<file path="config.mk">
export PLATFORM = sky130hd
export DESIGN_NAME = ws2812b_decoder
export DESIGN_NICKNAME = d
export VERILOG_FILES = /design/src/rtl/ws2812b_decoder.sv
export SDC_FILE = /design/constraint.sdc
export NUM_CORES = 1
export LEC_CHECK = 0
export BUFFER_PORTS_ARGS = -buffer_cell sky130_fd_sc_hd__buf_2
export CAP_MARGIN = 20
export CORE_UTILIZATION = 53
export CTS_CLUSTER_SIZE = 30
export DETAILED_ROUTE_END_ITERATION = 6
export GPL_TIMING_DRIVEN = 1
export MAX_ROUTING_LAYER = met4
export PLACE_DENSITY = 0.74
export SYNTH_ARGS = -nofsm -noshare
export SYNTH_HDL_FRONTEND = slang
export SYNTH_SLANG_ARGS = --single-unit
</file>
<file path="constraint.sdc">
create_clock -name clk -period 2.8 [get_ports clk]
set_input_delay 0.28 -clock clk [delete_from_list [all_inputs] [get_ports clk]]
set_output_delay 0.28 -clock clk [all_outputs]
set_load 0.01 [all_outputs]
</file>
<file path="src/rtl/ws2812b_decoder.sv">
// WS2812B single-wire receiver: measures high-pulse widths, assembles 24-bit
// MSB-first words and hands them out over valid/ready with frame/error status.
module ws2812b_decoder #(
    parameter int CLK_HZ       = 20000000,
    parameter int BIT_THRESH   = 12,
    parameter int MIN_HIGH     = 3,
    parameter int MAX_HIGH     = 30,
    parameter int LATCH_CYCLES = 1000
) (
    input  logic        clk,
    input  logic        rst_n,
    input  logic        din,
    input  logic        ready,
    output logic [23:0] data,
    output logic        valid,
    output logic        latch,
    output logic [8:0]  pixel_count,
    output logic        error,
    output logic        overrun
);
    localparam int HW = $clog2(MAX_HIGH + 2);
    localparam int LW = $clog2(LATCH_CYCLES + 1) + ((CLK_HZ > 0) ? 0 : 1);

    localparam logic [HW-1:0] HI_SAT  = HW'(MAX_HIGH + 1);
    localparam logic [HW-1:0] HI_MIN  = HW'(MIN_HIGH);
    localparam logic [HW-1:0] HI_MAX  = HW'(MAX_HIGH);
    localparam logic [HW-1:0] HI_ONE  = HW'(BIT_THRESH);
    localparam logic [LW-1:0] LO_LAT  = LW'(LATCH_CYCLES);
    // The fall is seen two cycles late, so low time starts pre-counted.
    localparam logic [LW-1:0] LO_INIT = LW'(2);

    localparam logic [1:0] S_IDLE = 2'd0;
    localparam logic [1:0] S_HIGH = 2'd1;
    localparam logic [1:0] S_LOW  = 2'd2;
    localparam logic [1:0] S_DISC = 2'd3;

    logic [1:0]    rst_sync_q;
    logic          rst_int_n;
    logic          s1_q, s2_q, lvl_q, rise_q, fall_q;

    logic [1:0]    state_q, state_d;
    logic [HW-1:0] high_cnt_q, high_cnt_d;
    logic [LW-1:0] low_cnt_q, low_cnt_d;
    logic [4:0]    bit_cnt_q, bit_cnt_d;
    logic [23:0]   shift_q, shift_d;
    logic [23:0]   data_q, data_d;
    logic          valid_q, valid_d;
    logic [8:0]    pix_q, pix_d;
    logic          latch_q, latch_d;
    logic          error_q, error_d;
    logic          overrun_q, overrun_d;
    logic          word_done;
    logic [23:0]   new_word;

    always_ff @(posedge clk or negedge rst_n) begin
        if (!rst_n) rst_sync_q <= 2'b00;
        else        rst_sync_q <= {rst_sync_q[0], 1'b1};
    end
    assign rst_int_n = rst_sync_q[1];

    // Registered edge pulses keep the FSM input timing aligned with lvl_q.
    always_ff @(posedge clk or negedge rst_int_n) begin
        if (!rst_int_n) begin
            s1_q   <= 1'b0;
            s2_q   <= 1'b0;
            lvl_q  <= 1'b0;
            rise_q <= 1'b0;
            fall_q <= 1'b0;
        end else begin
            s1_q   <= din;
            s2_q   <= s1_q;
            lvl_q  <= s2_q;
            rise_q <= s2_q & ~lvl_q;
            fall_q <= ~s2_q & lvl_q;
        end
    end

    assign new_word = {shift_q[22:0], (high_cnt_q >= HI_ONE)};

    always_comb begin
        state_d    = state_q;
        high_cnt_d = high_cnt_q;
        low_cnt_d  = low_cnt_q;
        bit_cnt_d  = bit_cnt_q;
        shift_d    = shift_q;
        data_d     = data_q;
        valid_d    = valid_q;
        pix_d      = pix_q;
        latch_d    = 1'b0;
        error_d    = 1'b0;
        overrun_d  = 1'b0;
        word_done  = 1'b0;

        if (valid_q && ready) valid_d = 1'b0;
        if (latch_q) pix_d = 9'd0;

        case (state_q)
            S_IDLE: begin
                if (rise_q) begin
                    high_cnt_d = HW'(1);
                    state_d    = S_HIGH;
                end
            end
            S_HIGH: begin
                if (fall_q) begin
                    low_cnt_d = LO_INIT;
                    if (high_cnt_q < HI_MIN || high_cnt_q > HI_MAX) begin
                        error_d = 1'b1;
                        state_d = S_DISC;
                    end else begin
                        shift_d = new_word;
                        state_d = S_LOW;
                        if (bit_cnt_q == 5'd23) begin
                            bit_cnt_d = 5'd0;
                            word_done = 1'b1;
                        end else begin
                            bit_cnt_d = bit_cnt_q + 5'd1;
                        end
                    end
                end else if (high_cnt_q != HI_SAT) begin
                    high_cnt_d = high_cnt_q + HW'(1);
                end
            end
            S_LOW: begin
                if (rise_q) begin
                    low_cnt_d  = '0;
                    high_cnt_d = HW'(1);
                    state_d    = S_HIGH;
                end else if (low_cnt_q == LO_LAT) begin
                    latch_d   = 1'b1;
                    state_d   = S_IDLE;
                    bit_cnt_d = 5'd0;
                    if (bit_cnt_q != 5'd0) error_d = 1'b1;
                end else begin
                    low_cnt_d = low_cnt_q + LW'(1);
                end
            end
            default: begin
                if (low_cnt_q == LO_LAT) begin
                    latch_d   = 1'b1;
                    bit_cnt_d = 5'd0;
                    state_d   = S_IDLE;
                end else if (lvl_q) begin
                    low_cnt_d = '0;
                end else begin
                    low_cnt_d = low_cnt_q + LW'(1);
                end
            end
        endcase

        if (word_done) begin
            if (pix_q != 9'd511) pix_d = pix_q + 9'd1;
            if (!valid_q || ready) begin
                data_d  = new_word;
                valid_d = 1'b1;
            end else begin
                overrun_d = 1'b1;
            end
        end
    end

    always_ff @(posedge clk or negedge rst_int_n) begin
        if (!rst_int_n) begin
            state_q    <= S_IDLE;
            high_cnt_q <= '0;
            low_cnt_q  <= '0;
            bit_cnt_q  <= 5'd0;
            shift_q    <= 24'd0;
            data_q     <= 24'd0;
            valid_q    <= 1'b0;
            pix_q      <= 9'd0;
            latch_q    <= 1'b0;
            error_q    <= 1'b0;
            overrun_q  <= 1'b0;
        end else begin
            state_q    <= state_d;
            high_cnt_q <= high_cnt_d;
            low_cnt_q  <= low_cnt_d;
            bit_cnt_q  <= bit_cnt_d;
            shift_q    <= shift_d;
            data_q     <= data_d;
            valid_q    <= valid_d;
            pix_q      <= pix_d;
            latch_q    <= latch_d;
            error_q    <= error_d;
            overrun_q  <= overrun_d;
        end
    end

    assign data        = data_q;
    assign valid       = valid_q;
    assign latch       = latch_q;
    assign pixel_count = pix_q;
    assign error       = error_q;
    assign overrun     = overrun_q;
endmodule

</file>
==> run_results.csv <==
group,metric,value,unit
worst_setup_path,worstPathArrival,2.63,ns
power_and_ir_drop,pwr_density_cell,675.6,nW/um^2
logic_synthesis,synth_top_family_by_area,"multiplexers",
placement,detailedPlacementHpwl,5.312,mm
logic_synthesis,postSynth.topFlopCell,"sky130_fd_sc_hd__dfrtp_1",
final_layout,fillers,618,
drt,drtIter0Drc,175,
timing,hold_viol_final,0,
clock_network,htree_levels,3,
status,status,"finished clean",
timing,setup_repair_after_global_routing_missed_its_margin,"no",
final_layout,most-common-layout-cells,"88 x sky130_fd_sc_hd__dfrtp_1, 40 x sky130_fd_sc_hd__buf_2, 28 x sky130_fd_sc_hd__mux2_2",
worst_setup_path,crit_required,3.04,ns
power_and_ir_drop,power.internal,2081,uW
min_path,hp-class,"input pin to register",
placement,globalplace.congestion,0.8074,
floorplanning,io-pin-count,41,
global_routing,grt_max_degree,88,
worst_setup_path,path_class,"register to register",
clock_network,max-clock-path-buffers,2,
global_routing,gr-total-overflow,0,
power_and_ir_drop,comb_power_share,27.0,%
floorplanning,row_count,32,
final_layout,most_common_cell_after_layout_fill_and_taps_aside,"sky130_fd_sc_hd__dfrtp_1",
worst_setup_path,crit_path_end_kind,"register",
power_and_ir_drop,proportion_of_total_power_due_to_net_switching,35.56,%
logic_synthesis,synth_compound_area_share,12.44,%
worst_setup_path,worst-path-max-fanout,24,
power_and_ir_drop,sequential_cell_fraction_of_total_power,46.9,%
clock_network,postCtsSetupRepairBufs,0,
floorplanning,start_util,55.04,%
logic_synthesis,synth-adder-area-share,3.825,%
drt,detail-route-antenna-nets,0,
logic_synthesis,synth.mux.area_fraction,14.95,%
logic_synthesis,synth_enable_flop_cells,0,
power_and_ir_drop,p_leak,0.002415,uW
logic_synthesis,ys_ff_latch,89,
job,max_cap_violations,0,
global_routing,antenna_found_initial,0,
clock_network,cts.sinks,89,
logic_synthesis,synth.lib_cells_used.distinct,56,
final_layout,layout.cell_area.non_filler,4780,sq um
logic_synthesis,asyncSetResetFlopFracSynth,100.0,%
final_layout,area_growth,12.39,%
power_and_ir_drop,p_switching,1148,uW
placement,place_area,4558,sq um
final_layout,drive_gt1_share,30.00,%
final_layout,num_antenna_cells,0,
power_and_ir_drop,irDropWorstVdd,0.0005134,V
logic_synthesis,synthesis.nets,365,
clock_network,cts.clk_slew.worst_paths,0.09,ns
timing,finClkSkew,0.01120,ns
global_routing,grt_pass1_vias,2806,
floorplanning,floorplan.die_area,8386,sq um
clock_network,clkLatencyLatePin,0.36,ns
floorplanning,core-area,7727,sq um
placement,post-place-ws,0.4616,ns
logic_synthesis,yosys.area_share.simple,12.74,%
timing,fmax,418.3,MHz
drt,post_drt_via_cell_ratio,5.709,
worst_setup_path,worstPathCellList,"inv_1, ha_1, nand2_1, a2111oi_4, nand2_4, mux2_4",
global_routing,grtUsageTotal,20.84,%
drt,drc,0,
global_routing,grt_pass1_wl,13.54,mm
timing,max_slew.worst_pin.slew,0.7534,ns
floorplanning,dieWidth,91.58,um
clock_network,cts.root.buffer_cell,"sky130_fd_sc_hd__clkbuf_8",
clock_network,tritoncts,"yes",
final_layout,finish.net_count,412,
power_and_ir_drop,clock_power_share,26.0,%
logic_synthesis,ys.warnings.count,0,
drt,finalWirelength,7.867,mm
drt,vias,2866,
placement,io_buffer_count,40,
floorplanning,chipHeight,91.58,um
worst_setup_path,critical-path-slowest-cell,"sky130_fd_sc_hd__a2111oi_4",
worst_setup_path,critical_path.startpoint_type,"register",
timing,finalCritPeriodShare,85.38,%
timing,setup_viol,0,
timing,maxSlewHeadroom,49.44,%
logic_synthesis,proportion_of_synthesized_chip_area_in_sequential_cells,52.37,%
logic_synthesis,parity_gate_share_of_the_synthesized_area_counting_xor_and_xnor_cells,0.2059,%
worst_setup_path,delay_contributed_by_the_slowest_stage_of_the_critical_path,0.53,ns
timing,finalSetupTns,0,ns
logic_synthesis,synthesis.area,4253,sq um
timing,setup_slack,0.4094,ns
drt,dr.pass1.iters,4,
timing,final-max-slew-violation-count,0,
drt,post_drt_wl_per_cell,15.67,um
timing,post-route-min-period,2.391,ns
clock_network,numCtsBuffers,9,
logic_synthesis,avgSynthCellArea,12.22,sq um
logic_synthesis,netlist_instances,348,
kinds of logic (layout without fill, tap and decap cells):
kind of cell               after synthesis  count (layout)
other                                    1               1
and+or+nand+nor                         97              97
DFF                                     89              89
AOI/OAI and AO/OA                       68              68
muxes                                   50              50
xor gates and xnor gates                 1               1
buffers and inverters                   29              81
adders and majority gates               13              13
synthesized netlist by cell type (3+ instances only):
master | count | area, sq um
sky130_fd_sc_hd__dfrtp_1 | 89 | 2227
sky130_fd_sc_hd__buf_6 | 4 | 45.04
sky130_fd_sc_hd__and4_1 | 4 | 35.03
sky130_fd_sc_hd__ha_1 | 13 | 162.7
sky130_fd_sc_hd__o22ai_1 | 3 | 18.77
sky130_fd_sc_hd__inv_1 | 18 | 67.56
sky130_fd_sc_hd__clkbuf_1 | 3 | 11.26
sky130_fd_sc_hd__o31ai_1 | 7 | 52.55
sky130_fd_sc_hd__o21ai_0 | 14 | 70.07
sky130_fd_sc_hd__nor2_1 | 12 | 45.04
sky130_fd_sc_hd__nand4_1 | 5 | 31.28
sky130_fd_sc_hd__or2_2 | 3 | 18.77
sky130_fd_sc_hd__a21oi_1 | 8 | 40.04
sky130_fd_sc_hd__and2_1 | 5 | 31.28
sky130_fd_sc_hd__buf_2 | 3 | 15.01
sky130_fd_sc_hd__nand2b_1 | 7 | 43.79
sky130_fd_sc_hd__mux2_2 | 28 | 315.3
sky130_fd_sc_hd__nand3_1 | 15 | 75.07
sky130_fd_sc_hd__and3_1 | 4 | 25.02
sky130_fd_sc_hd__nor2b_1 | 8 | 50.05
sky130_fd_sc_hd__nand2_1 | 19 | 71.32
sky130_fd_sc_hd__a211oi_1 | 4 | 30.03
sky130_fd_sc_hd__a221o_1 | 6 | 60.06
sky130_fd_sc_hd__mux2_4 | 20 | 300.3
sky130_fd_sc_hd__nor3_1 | 4 | 20.02
sky130_fd_sc_hd__a211o_1 | 3 | 26.28
sequential cells by signal, summed over array words and instances (netlist names):
name and count:
latch 1, error 1, s2_q 1, pixel_count 9, fall_q 1, data 24
rise_q 1, lvl_q 1, low_cnt_q 10, shift_q 23, state_q 2, overrun 1
high_cnt_q 5, bit_cnt_q 5, valid 1, s1_q 1, rst_sync_q 2
routing by layer:
| metal | global-route usage (%) | share of wire [%] | routed length (um) | up-vias |
|---|---|---|---|---|
| li1 | - | - | - | 1371 |
| met2 | 32.52 | 48 | 3753 | 52 |
| met4 | 7.011 | 1.3 | 104 | 0 |
| met1 | 27.31 | 48 | 3753 | 1434 |
| met5 | - | 0 | 0 | - |
| met3 | 4.188 | 3.2 | 255 | 9 |
critical path: cells and delay by family (launching register included):
| kind | cells | cell delay [ns] |
|---|---|---|
| fa+ha+maj | 1 | 0.18 |
| simple gates | 2 | 0.49 |
| mux | 1 | 0.41 |
| buf+inv | 1 | 0.17 |
| flops | 1 | 0.47 |
| compound gates | 1 | 0.53 |
power groups by stage:
| stage | logic, uW | registers [uW] | clock network [uW] |
|---|---|---|---|
| 5_1_grt | 975 | 1540 | 921 |
| 3_3_place_gp | 820 | 1550 | 0 |
| 3_5_place_dp | 840 | 1560 | 0 |
| 2_1_floorplan | 667 | 1510 | 0 |
| 4_1_cts | 846 | 1530 | 862 |
| 6_report | 873 | 1520 | 841 |
path summary, 6_finish.rpt:
kind / start / endpoint / slack [ns] / depth (start not counted)
worst min register to register: rst_sync_q[1]$_DFF_PN0_ / bit_cnt_q[4]$_DFFE_PN0P_ / 0.24 / 0
worst max register to register: state_q[1]$_DFFE_PN0P_ / data[12]$_DFFE_PN0P_ / 0.41 / 6
worst min-delay path: din / s1_q$_DFF_PN0_ / 0.03 / 1
worst max-delay path: state_q[1]$_DFFE_PN0P_ / data[12]$_DFFE_PN0P_ / 0.41 / 6
max in group asynchronous: rst_sync_q[1]$_DFF_PN0_ / high_cnt_q[2]$_DFFE_PN0P_ / 1.96 / 1
min in group asynchronous: rst_n / rst_sync_q[0]$_DFF_PN0_ / 0.23 / 2
what timing repair did:
item,4_1_cts,5_1_grt
resized for setup,0,0
hold buffers,1,0
setup endpoints to repair,0,0
hold endpoints to repair,2,0
through the flow:
step           hold slack, ns  power [uW]  instances  utilization (%)
2_1_floorplan        -0.01559        2177        348                -
3_3_place_gp          0.06563        2369        484            58.99
3_5_place_dp          0.06571        2396        484            58.99
4_1_cts               0.02140        3241        501            61.50
5_1_grt              0.008141        3431        502            61.85
6_report              0.03106        3229        502            61.85
final cells by class:
type	instances	area, sq um	area share, %
sequential	89	2231	46.68
tap	102	127.6	2.670
inverter	18	67.56	1.414
clock buffer	9	123.9	2.592
clock inverter	7	60.06	1.257
timing repair buffer	47	275.3	5.759
multi-input combinational	230	1894	39.63
No activity file was read; power rests on OpenSTA's default activity.
